### src/rtl/sensor_scan_pkg.sv
// Shared constants, state encoding and helpers for the sensor scanner.
package temp_scan_pkg;

  localparam int NUM_SENSORS = 5;
  localparam int TEMP_W      = 8;
  localparam int DATA_W      = NUM_SENSORS * TEMP_W;
  localparam int IDX_W       = 3;

  typedef enum logic [2:0] {
    ST_IDLE        = 3'd0,
    ST_SELECT      = 3'd1,
    ST_WAIT_ACK    = 3'd2,
    ST_SHIFT       = 3'd3,
    ST_STORE       = 3'd4,
    ST_PUBLISH     = 3'd5,
    ST_WAIT_PERIOD = 3'd6
  } state_e;

  function automatic logic [NUM_SENSORS-1:0] idx_onehot(input logic [IDX_W-1:0] idx);
    logic [NUM_SENSORS-1:0] oh;
    for (int k = 0; k < NUM_SENSORS; k++) begin
      oh[k] = (idx == IDX_W'(k));
    end
    return oh;
  endfunction

endpackage

### src/rtl/sensor_scan_if.sv
// Shared serial sensor bus: one-hot select, serial clock, ready and data lines.
interface sensor_scan_if;
  import temp_scan_pkg::*;

  logic [NUM_SENSORS-1:0] sens_sel_o;
  logic                   sens_sck_o;
  logic                   sens_ack_i;
  logic                   sens_sdo_i;

  modport master (output sens_sel_o, output sens_sck_o, input sens_ack_i, input sens_sdo_i);
  modport slave  (input sens_sel_o, input sens_sck_o, output sens_ack_i, output sens_sdo_i);

endinterface

### src/rtl/sensor_scan_sck_gen.sv
// Serial clock divider: sck toggles every SCK_DIV cycles while running and
// flags the cycle in which each rising/falling transition is being driven.
module sck_gen #(
  parameter int SCK_DIV = 4
) (
  input  logic clk_i,
  input  logic rst_n_i,
  input  logic run_i,
  input  logic clear_i,
  output logic sck_o,
  output logic rise_o,
  output logic fall_o
);

  localparam int CNT_W = (SCK_DIV > 1) ? $clog2(SCK_DIV) : 1;

  logic [CNT_W-1:0] cnt_q, cnt_d;
  logic             sck_q, sck_d;
  logic             tick;

  always_comb begin
    tick  = run_i && !clear_i && (cnt_q == CNT_W'(SCK_DIV - 1));
    cnt_d = cnt_q;
    sck_d = sck_q;
    if (clear_i) begin
      cnt_d = '0;
      sck_d = 1'b0;
    end else if (run_i) begin
      if (tick) begin
        cnt_d = '0;
        sck_d = ~sck_q;
      end else begin
        cnt_d = cnt_q + 1'b1;
      end
    end
  end

  always_ff @(posedge clk_i or negedge rst_n_i) begin
    if (!rst_n_i) begin
      cnt_q <= '0;
      sck_q <= 1'b0;
    end else begin
      cnt_q <= cnt_d;
      sck_q <= sck_d;
    end
  end

  assign sck_o  = sck_q;
  assign rise_o = tick && !sck_q;
  assign fall_o = tick && sck_q;

endmodule

### src/rtl/sensor_scan.sv
// Round-robin poller for five serial temperature sensors; assembles a frame in
// shadow registers and publishes data/enable atomically once per scan period.
module sensor_scan
  import temp_scan_pkg::*;
#(
  parameter int SCK_DIV     = 4,
  parameter int ACK_TIMEOUT = 16,
  parameter int SCAN_PERIOD = 1000
) (
  input  logic                   clk_i,
  input  logic                   rst_n_i,
  input  logic                   enable_i,
  input  logic [NUM_SENSORS-1:0] sens_mask_i,
  sensor_scan_if.master          sens,
  output logic [DATA_W-1:0]      sensors_data_o,
  output logic [NUM_SENSORS-1:0] sensors_en_o,
  output logic                   frame_valid_o,
  output logic                   busy_o,
  output logic [NUM_SENSORS-1:0] timeout_o
);

  localparam int TCNT_W = $clog2(ACK_TIMEOUT + 1);
  localparam int PER_W  = $clog2(SCAN_PERIOD + 1);

  state_e                              state_q, state_d;
  logic [IDX_W-1:0]                    idx_q, idx_d;
  logic [TCNT_W-1:0]                   tcnt_q, tcnt_d;
  logic [2:0]                          bitcnt_q, bitcnt_d;
  logic [TEMP_W-1:0]                   shift_q, shift_d;
  logic [NUM_SENSORS-1:0][TEMP_W-1:0]  shadow_data_q, shadow_data_d;
  logic [NUM_SENSORS-1:0]              shadow_en_q, shadow_en_d;
  logic [PER_W-1:0]                    period_q, period_d;
  logic [NUM_SENSORS-1:0]              sel_q, sel_d;
  logic [DATA_W-1:0]                   data_q, data_d;
  logic [NUM_SENSORS-1:0]              en_q, en_d;
  logic                                fv_q, fv_d;
  logic                                busy_q, busy_d;
  logic [NUM_SENSORS-1:0]              timeout_q, timeout_d;

  logic sck, rise, fall;

  sck_gen #(.SCK_DIV(SCK_DIV)) u_sck_gen (
    .clk_i   (clk_i),
    .rst_n_i (rst_n_i),
    .run_i   (state_q == ST_SHIFT),
    .clear_i (state_q != ST_SHIFT),
    .sck_o   (sck),
    .rise_o  (rise),
    .fall_o  (fall)
  );

  always_comb begin
    state_d       = state_q;
    idx_d         = idx_q;
    tcnt_d        = tcnt_q;
    bitcnt_d      = bitcnt_q;
    shift_d       = shift_q;
    shadow_data_d = shadow_data_q;
    shadow_en_d   = shadow_en_q;
    sel_d         = sel_q;
    data_d        = data_q;
    en_d          = en_q;
    fv_d          = 1'b0;
    timeout_d     = timeout_q;
    period_d      = (period_q == PER_W'(SCAN_PERIOD)) ? period_q : period_q + 1'b1;

    case (state_q)
      ST_IDLE: begin
        if (enable_i) begin
          state_d  = ST_SELECT;
          idx_d    = '0;
          period_d = '0;
        end
      end
      ST_SELECT: begin
        if (!sens_mask_i[idx_q]) begin
          shadow_en_d[idx_q]   = 1'b0;
          shadow_data_d[idx_q] = '0;
          state_d              = ST_STORE;
        end else begin
          sel_d   = idx_onehot(idx_q);
          tcnt_d  = '0;
          state_d = ST_WAIT_ACK;
        end
      end
      ST_WAIT_ACK: begin
        // A late ack on the final waiting cycle still wins over the timeout.
        if (sens.sens_ack_i) begin
          bitcnt_d = 3'd7;
          state_d  = ST_SHIFT;
        end else if (tcnt_q == TCNT_W'(ACK_TIMEOUT - 1)) begin
          shadow_en_d[idx_q]   = 1'b0;
          shadow_data_d[idx_q] = '0;
          timeout_d[idx_q]     = 1'b1;
          sel_d                = '0;
          state_d              = ST_STORE;
        end else begin
          tcnt_d = tcnt_q + 1'b1;
        end
      end
      ST_SHIFT: begin
        if (rise) begin
          shift_d = {shift_q[TEMP_W-2:0], sens.sens_sdo_i};
        end
        // Finish on the falling edge that follows the eighth sample.
        if (fall) begin
          if (bitcnt_q == 3'd0) begin
            shadow_en_d[idx_q]   = 1'b1;
            shadow_data_d[idx_q] = shift_q;
            sel_d                = '0;
            state_d              = ST_STORE;
          end else begin
            bitcnt_d = bitcnt_q - 1'b1;
          end
        end
      end
      ST_STORE: begin
        if (idx_q == IDX_W'(NUM_SENSORS - 1)) begin
          data_d  = shadow_data_q;
          en_d    = shadow_en_q;
          fv_d    = 1'b1;
          state_d = ST_PUBLISH;
        end else begin
          idx_d   = idx_q + 1'b1;
          state_d = ST_SELECT;
        end
      end
      ST_PUBLISH: begin
        state_d = ST_WAIT_PERIOD;
      end
      ST_WAIT_PERIOD: begin
        if (!enable_i) begin
          state_d = ST_IDLE;
        end else if (period_q >= PER_W'(SCAN_PERIOD - 1)) begin
          state_d  = ST_SELECT;
          idx_d    = '0;
          period_d = '0;
        end
      end
      default: state_d = ST_IDLE;
    endcase

    busy_d = (state_d != ST_IDLE) && (state_d != ST_WAIT_PERIOD);
  end

  always_ff @(posedge clk_i or negedge rst_n_i) begin
    if (!rst_n_i) begin
      state_q       <= ST_IDLE;
      idx_q         <= '0;
      tcnt_q        <= '0;
      bitcnt_q      <= '0;
      shift_q       <= '0;
      shadow_data_q <= '0;
      shadow_en_q   <= '0;
      period_q      <= '0;
      sel_q         <= '0;
      data_q        <= '0;
      en_q          <= '0;
      fv_q          <= 1'b0;
      busy_q        <= 1'b0;
      timeout_q     <= '0;
    end else begin
      state_q       <= state_d;
      idx_q         <= idx_d;
      tcnt_q        <= tcnt_d;
      bitcnt_q      <= bitcnt_d;
      shift_q       <= shift_d;
      shadow_data_q <= shadow_data_d;
      shadow_en_q   <= shadow_en_d;
      period_q      <= period_d;
      sel_q         <= sel_d;
      data_q        <= data_d;
      en_q          <= en_d;
      fv_q          <= fv_d;
      busy_q        <= busy_d;
      timeout_q     <= timeout_d;
    end
  end

  assign sens.sens_sel_o = sel_q;
  assign sens.sens_sck_o = sck;
  assign sensors_data_o  = data_q;
  assign sensors_en_o    = en_q;
  assign frame_valid_o   = fv_q;
  assign busy_o          = busy_q;
  assign timeout_o       = timeout_q;

endmodule

### src/flat_wrapper.sv
// flat-port wrapper written by rule: the top's interface ports become plain ports
module sensor_scan_flat import temp_scan_pkg::*;
#(
  parameter int SCK_DIV     = 4,
  parameter int ACK_TIMEOUT = 16,
  parameter int SCAN_PERIOD = 1000
)
  (clk_i, rst_n_i, enable_i, sens_mask_i, sensors_data_o, sensors_en_o, frame_valid_o, busy_o, timeout_o, sens_sens_sel_o, sens_sens_sck_o, sens_sens_ack_i, sens_sens_sdo_i);
  sensor_scan_if sens_i ();
  input  logic clk_i;
  input  logic rst_n_i;
  input  logic enable_i;
  input  logic [NUM_SENSORS-1:0] sens_mask_i;
  output logic [DATA_W-1:0] sensors_data_o;
  output logic [NUM_SENSORS-1:0] sensors_en_o;
  output logic frame_valid_o;
  output logic busy_o;
  output logic [NUM_SENSORS-1:0] timeout_o;
  output wire logic [$bits(sens_i.sens_sel_o)-1:0] sens_sens_sel_o;
  output wire logic [$bits(sens_i.sens_sck_o)-1:0] sens_sens_sck_o;
  input wire logic [$bits(sens_i.sens_ack_i)-1:0] sens_sens_ack_i;
  input wire logic [$bits(sens_i.sens_sdo_i)-1:0] sens_sens_sdo_i;
  assign sens_sens_sel_o = sens_i.sens_sel_o;
  assign sens_sens_sck_o = sens_i.sens_sck_o;
  assign sens_i.sens_ack_i = sens_sens_ack_i;
  assign sens_i.sens_sdo_i = sens_sens_sdo_i;
  sensor_scan #(.SCK_DIV(SCK_DIV), .ACK_TIMEOUT(ACK_TIMEOUT), .SCAN_PERIOD(SCAN_PERIOD)) u_core (.clk_i(clk_i), .rst_n_i(rst_n_i), .enable_i(enable_i), .sens_mask_i(sens_mask_i), .sens(sens_i), .sensors_data_o(sensors_data_o), .sensors_en_o(sensors_en_o), .frame_valid_o(frame_valid_o), .busy_o(busy_o), .timeout_o(timeout_o));
endmodule
### config.mk
export PLATFORM = sky130hd
export DESIGN_NAME = sensor_scan_flat
export DESIGN_NICKNAME = d
export VERILOG_FILES = /design/src/rtl/sensor_scan_pkg.sv /design/src/rtl/sensor_scan_if.sv /design/src/rtl/sensor_scan_sck_gen.sv /design/src/rtl/sensor_scan.sv /design/src/flat_wrapper.sv
export SDC_FILE = /design/constraint.sdc
export NUM_CORES = 1
export LEC_CHECK = 0
export BUFFER_PORTS_ARGS = -buffer_cell sky130_fd_sc_hd__clkbuf_2
export CAP_MARGIN = 20
export CORE_AREA = 4 4 126 104
export CTS_CLUSTER_SIZE = 8
export DETAILED_ROUTE_END_ITERATION = 8
export DIE_AREA = 0 0 130 108
export PLACE_DENSITY = 0.74
export SLEW_MARGIN = 20
export SYNTH_ARGS = -nofsm -noshare
export SYNTH_HDL_FRONTEND = slang
export SYNTH_SLANG_ARGS = --single-unit
### constraint.sdc
create_clock -name clk_i -period 2.82 [get_ports clk_i]
set_input_delay 0.282 -clock clk_i [delete_from_list [all_inputs] [get_ports clk_i]]
set_output_delay 0.282 -clock clk_i [all_outputs]
set_load 0.005 [all_outputs]
Yosys cells after proc, flatten, opt, wreduce, memory -nomap -nowiden
Cells that the tools add are included.
{"block": "word_totals", "register_bits": 137, "input_bits": 10, "output_inout_bits": 58, "word_cells": 152}
{"block": "op_classes", "n_addsub": 5, "n_lt_le_gt_ge": 3, "eq_ne": 28, "mux": 61, "bitwise": 8, "n_reduce_logical": 27}
{"operator": "2-to-1 mux 40 bit", "count": 5}
{"operator": "case mux 40 bit (3 select lines)", "count": 1}
{"operator": "2-to-1 mux 5 bit", "count": 13}
{"operator": "2-to-1 mux 3 bit", "count": 16}
{"operator": "bitwise AND 40 bit", "count": 1}
{"operator": "bitwise mux 40 bit", "count": 1}
{"operator": "2-to-1 mux 10 bit", "count": 4}
{"operator": "NOT 40 bit", "count": 1}
{"operator": "case mux 5 bit (3 select lines)", "count": 2}
{"operator": "demux 8 bit (select 3 bit)", "count": 1}
{"operator": "case mux 3 bit (7 select lines)", "count": 1}
{"operator": "case mux 10 bit (2 select lines)", "count": 1}
{"operator": "!= test 2 bit, second input constant", "count": 8}
{"operator": "== test 3 x 2 -> 1 bit, second input constant", "count": 4}
{"operator": "== test 3 bit, second input constant", "count": 4}
{"operator": "AND reduction 6 bit", "count": 2}
{"operator": "adder 10 x 1 -> 10 bit, second input constant", "count": 1}
{"operator": "== test 10 bit, second input constant", "count": 1}
{"operator": "greater-or-equal comparator 10 bit, second input constant", "count": 1}
{"operator": "!= test 2 x 1 -> 1 bit, second input constant", "count": 5}
{"operator": "OR 5 bit", "count": 2}
{"operator": "case mux 5 bit (2 select lines)", "count": 1}
{"operator": "zero test 3 bit", "count": 3}
{"operator": "case mux 3 bit (3 select lines)", "count": 1}
{"operator": "other kinds (28)", "count": 52}

Longest topological paths before layout
{"block": "logic_depth", "ltp_word": 9, "mapped_depth": 9}

Hierarchy
From an unflattened synthesis, not the netlist that was laid out.
{"block": "unflattened", "cells_unflattened": 545, "area_unflattened_um2": 5865.6}
{"module": "sensor_scan", "n_inst": 1, "cells_each": 530, "area_per_inst_um2": 5703.0}
{"module": "sck_gen", "n_inst": 1, "cells_each": 15, "area_per_inst_um2": 162.7}

Least setup slack after synthesis
OpenSTA, ideal clock, no wires.
{"block": "synth_timing", "path_kind": "register to register", "from": "reg u_core.tcnt_q[0]", "to": "reg with a tool-made name", "setup_time_ns": 0.153, "arrival_time_ns": 2.065, "path_slack_ns": 0.602, "path_stages_with_launch": 9, "n_path_buf": 1, "path_cell_list": "dfrtp_1 ha_1 and3_1 ha_1 nand4bb_1 a32o_1 buf_6 a2111oi_4 o32ai_1"}
{"item": "start: declaration", "line_no": "sensor_scan.sv:27", "source": "logic [TCNT_W-1:0] tcnt_q, tcnt_d;"}
{"item": "start signal: assignment", "line_no": "sensor_scan.sv:165", "source": "tcnt_q <= tcnt_d;"}

Worst setup path after layout
{"block": "layout_timing", "from": "reg u_core.tcnt_q[0]", "to": "reg u_core.shadow_data_q[27] (netlist bit)"}
{"block": "layout_via", "elab_chain_len": 3}
{"item": "== test 5 x 4 -> 1 bit", "line_no": "sensor_scan.sv:91", "source": "end else if (tcnt_q == TCNT_W'(ACK_TIMEOUT - 1)) begin"}
{"item": "!= test 2 x 1 -> 1 bit (no source line)"}
{"item": "AND reduction 6 bit (no source line)"}
{"item": "end signal: assignment", "line_no": "sensor_scan.sv:168", "source": "shadow_data_q <= shadow_data_d;"}
{"item": "end: declaration", "line_no": "sensor_scan.sv:30", "source": "logic [NUM_SENSORS-1:0][TEMP_W-1:0] shadow_data_q, shadow_data_d;"}
No other way between the ends.
A chain may end at the register's enable or synchronous reset.

==> results.sh <==
export IMPL_design_area_um2=7540
export IMPL_seq_power_share_pct=38.9
export IMPL_core_um2=11900
export IMPL_avgSynthCellArea_um2=9.61
export IMPL_worstReg2RegStart="u_core.tcnt_q[0]"
export IMPL_period_share_pct=89.3
export IMPL_grtUsageMet3_pct=5.63
export IMPL_skew_ns=0.00679
export IMPL_first_pass_iters=5
export IMPL_root_buffer="clkbuf_16"
export IMPL_internal_power_uw=5060
export IMPL_numCtsBuffers=17
export IMPL_clockPowerShare_pct=30.1
export IMPL_status="completed"
export IMPL_final_antenna_net_count=0
export IMPL_min_from="sens_sens_sdo_i"
export IMPL_drive_gt1_share_pct=17.9
export IMPL_multiInputGateArea_um2=2730
export IMPL_num_rows=36
export IMPL_p_per_area_nw_per_um2=1040
export IMPL_cpPeakStageDelay_ns=0.64
export IMPL_syn_area_um2=6420
export IMPL_synth_fp_nets=690
export IMPL_gp_congestion=0.841
export IMPL_grt_pass1_vias=5129
export IMPL_dr_first_iter_drc_count=595
export IMPL_hold_depth=2
export IMPL_portBuffers=67
export IMPL_grt_antenna_before_repair=0
export IMPL_cp_data_required_time_ns=3.07
export IMPL_hold_viol_final=0
export IMPL_ir_drop_uv=510
export IMPL_cap_violations=0
export IMPL_crit_path_frequent_cell="ha_1"
export IMPL_dp_slack_ns=0.359
export IMPL_drc=0
export IMPL_wl_per_cell_um=17.5
export IMPL_die_h_um=108
export IMPL_grt_use_met2_pct=36.3
export IMPL_clk_latency_ns=0.41
export IMPL_initial_core_util_pct=54.0
export IMPL_rsz0062_at_grt="no"
export IMPL_cts_tree="yes"
export IMPL_synth_seq_area_share_pct=53.4
export IMPL_regToRegSetupSlack_ns=0.30
export IMPL_cts_num_sinks=137
export IMPL_crit_start="u_core.tcnt_q[0]"
export IMPL_synth_edf_count=0
export IMPL_ys_types=62
export IMPL_cts_resized=0
export IMPL_cts_buffer_depth=2
export IMPL_async_reset_ff_share_pct=100
export IMPL_place_area_um2=6910
export IMPL_switching_power_uw=2790
export IMPL_ios=68
export IMPL_finalCriticalPeriod_ns=2.52
export IMPL_hpwl_mm=10.3
export IMPL_grt_total_usage_pct=23.1
export IMPL_fin_ws_ns=0.301
export IMPL_worst_setup_path_end_kind="flop"
export IMPL_synth_seq_cells=137
export IMPL_leakage_uw=0.00350
export IMPL_min_to="u_core.shift_q[0]"
export IMPL_fill_cells=973
export IMPL_path_class="flop to flop"
export IMPL_combPwrFrac_pct=31.0
export IMPL_cts_setup_buffers=0
export IMPL_crit_arrival_ns=2.77
export IMPL_floorplan_die_width_um=130
export IMPL_ys_warn_count=0
export IMPL_relSlewSlack_pct=50.5
export IMPL_area_growth_pct=17.5
export IMPL_crit_chain="ha_1, and3_1, ha_1, nand4bb_1, a32o_1, a2111oi_4, o22ai_1"
export IMPL_seq_area_um2=3430
export IMPL_postSynthCellCount=668
export IMPL_layout_nets=748
export IMPL_antennaDiodeCount=0
export IMPL_vias=5246
export IMPL_grt_busiest_layer="met2"
export IMPL_grt_overflow=0
export IMPL_cp_max_fo=9
export IMPL_r2r_end="u_core.shadow_data_q[27]"
export IMPL_setup_viol=0
export IMPL_grt_pass1_wl_mm=25.4
export IMPL_switching_share_pct=35.6
export IMPL_ys_flop_type="dfrtp_1"
export IMPL_reg2reg_depth=7
export IMPL_hold_buffers=1
export IMPL_holdWs_ns=0.125
export IMPL_fmax_mhz=397
export IMPL_path_clk_slew_ns=0.06
export IMPL_grt_use_met1_pct=31.6
export IMPL_totalWireLength_mm=15.6
export IMPL_die_area_um2=14000
export IMPL_worst_pin_slew_ns=0.736
export IMPL_hp_class="input pin to flop"
export IMPL_grt_max_degree=73
export IMPL_slew_viol_final=0
export IMPL_htreeDepth=4
export IMPL_start_kind="flop"
export IMPL_drt_vias_per_instance=5.89
export IMPL_worst_path_max_delay_cell="a2111oi_4"
export IMPL_tns_ns=0
==> worst max path at each step <==
| stage | endpoint | slack, ns | cells after the start |
|---|---|---|---|
| finish | u_core.shadow_data_q[27] | 0.30 | 7 |
| global route | flop | 0.13 | 7 |
| CTS | u_core.shadow_data_q[27] | 0.32 | 7 |
| detailed placement | flop | 0.36 | 7 |
| global placement | flop | 0.46 | 7 |
| floorplan | flop | 0.60 | 8 |
==> synth_stat cells (3+ instances only) <==
master | n | area share, %
and3_1 | 6 | 0.58
nand2b_1 | 5 | 0.49
nor3_1 | 19 | 1.5
a211oi_1 | 20 | 2.3
xnor2_1 | 6 | 0.82
o21bai_1 | 5 | 0.58
o2bb2ai_1 | 8 | 1.1
nor3b_1 | 3 | 0.35
nor2_1 | 24 | 1.4
nand2_1 | 164 | 9.6
o22ai_1 | 8 | 0.78
nand4b_1 | 8 | 1.1
nand3_1 | 9 | 0.70
a31oi_1 | 4 | 0.39
and2_1 | 23 | 2.2
buf_2 | 7 | 0.55
xor2_1 | 4 | 0.55
mux2_2 | 10 | 1.8
inv_1 | 27 | 1.6
mux2i_1 | 6 | 0.94
nand4_1 | 7 | 0.68
clkbuf_1 | 32 | 1.9
dfrtp_1 | 137 | 53
a21oi_1 | 14 | 1.1
ha_1 | 12 | 2.3
nor4_1 | 3 | 0.29
o21ai_0 | 40 | 3.1
o31ai_1 | 15 | 1.8
==> routing by layer <==
layer  vias up  routed length (um)
met5         -                   0
met2       176                7360
met1      2610                7010
met3        28                 993
li1       2432                   -
met4         0                 265
==> logic make-up after synthesis <==
| logic type | share of synthesized area, % |
|---|---|
| mux | 2.69 |
| flops | 53.4 |
| xor+xnor | 1.36 |
| buf+inv | 4.23 |
| compound gates | 14.7 |
| simple gates | 21.3 |
| fa+ha+maj | 2.34 |
==> per-stage QoR <==
stage	util [%]	total power, uW	std cells
final	63.4	7850	891
after global placement	58.1	5290	858
after global routing	63.4	8290	891
after floorplan	-	4650	668
after CTS	63.4	7840	891
after detailed placement	58.1	5450	858
==> cell usage in the layout (no fill, tap or decap), types with 7 or more instances in the layout <==
master	synthesis	routed
nand3_1	9	8
o21ai_0	40	40
and2_1	23	23
ha_1	12	12
nand2_1	164	164
nor3_1	19	19
mux2_2	10	10
nor2_1	24	23
clkbuf_16	0	17
buf_4	0	10
a21oi_1	14	14
nand4_1	7	7
o2bb2ai_1	8	8
nand4b_1	8	8
o31ai_1	15	15
inv_1	27	27
a211oi_1	20	20
dfrtp_1	137	137
clkbuf_2	0	66
o22ai_1	8	8
==> cell type report <==
cell class | count | share of cell area [%]
Sequential cell | 137 | 45.4
Multi-Input combinational cell | 463 | 36.2
Timing Repair Buffer | 80 | 6.19
Clock buffer | 21 | 6.10
Tap cell | 152 | 2.52
Clock inverter | 11 | 2.24
Inverter | 27 | 1.34
==> worst max-delay path, delay by kind of cell (launching register included) <==
kind | cells | cell delay (ns)
compound gates | 3 | 1.14
fa+ha+maj | 2 | 0.47
flops | 1 | 0.43
simple gates | 2 | 0.33
==> sequential cells by signal, indices dropped and copies added, names as in the netlist, 2 cells and up, named ones only <==
signal / count
u_core.state_q: 3
u_core.tcnt_q: 5
u_core.sensors_data_o: 40
u_core.idx_q: 3
u_core.sensors_en_o: 5
u_core.bitcnt_q: 3
u_core.u_sck_gen.cnt_q: 2
u_core.sens.sens_sel_o: 5
u_core.shadow_data_q: 40
u_core.period_q: 10
u_core.shift_q: 8
u_core.timeout_o: 5
==> power by group through the flow <==
| stage | clock network, uW | registers (uW) | logic, uW |
|---|---|---|---|
| floorplan | 0 | 2860 | 1780 |
| global placement | 0 | 3020 | 2270 |
| detailed placement | 0 | 3060 | 2390 |
| CTS | 2390 | 3030 | 2420 |
| global route | 2490 | 3110 | 2690 |
| finish | 2370 | 3050 | 2430 |
No activity file was read; power rests on OpenSTA's default activity.
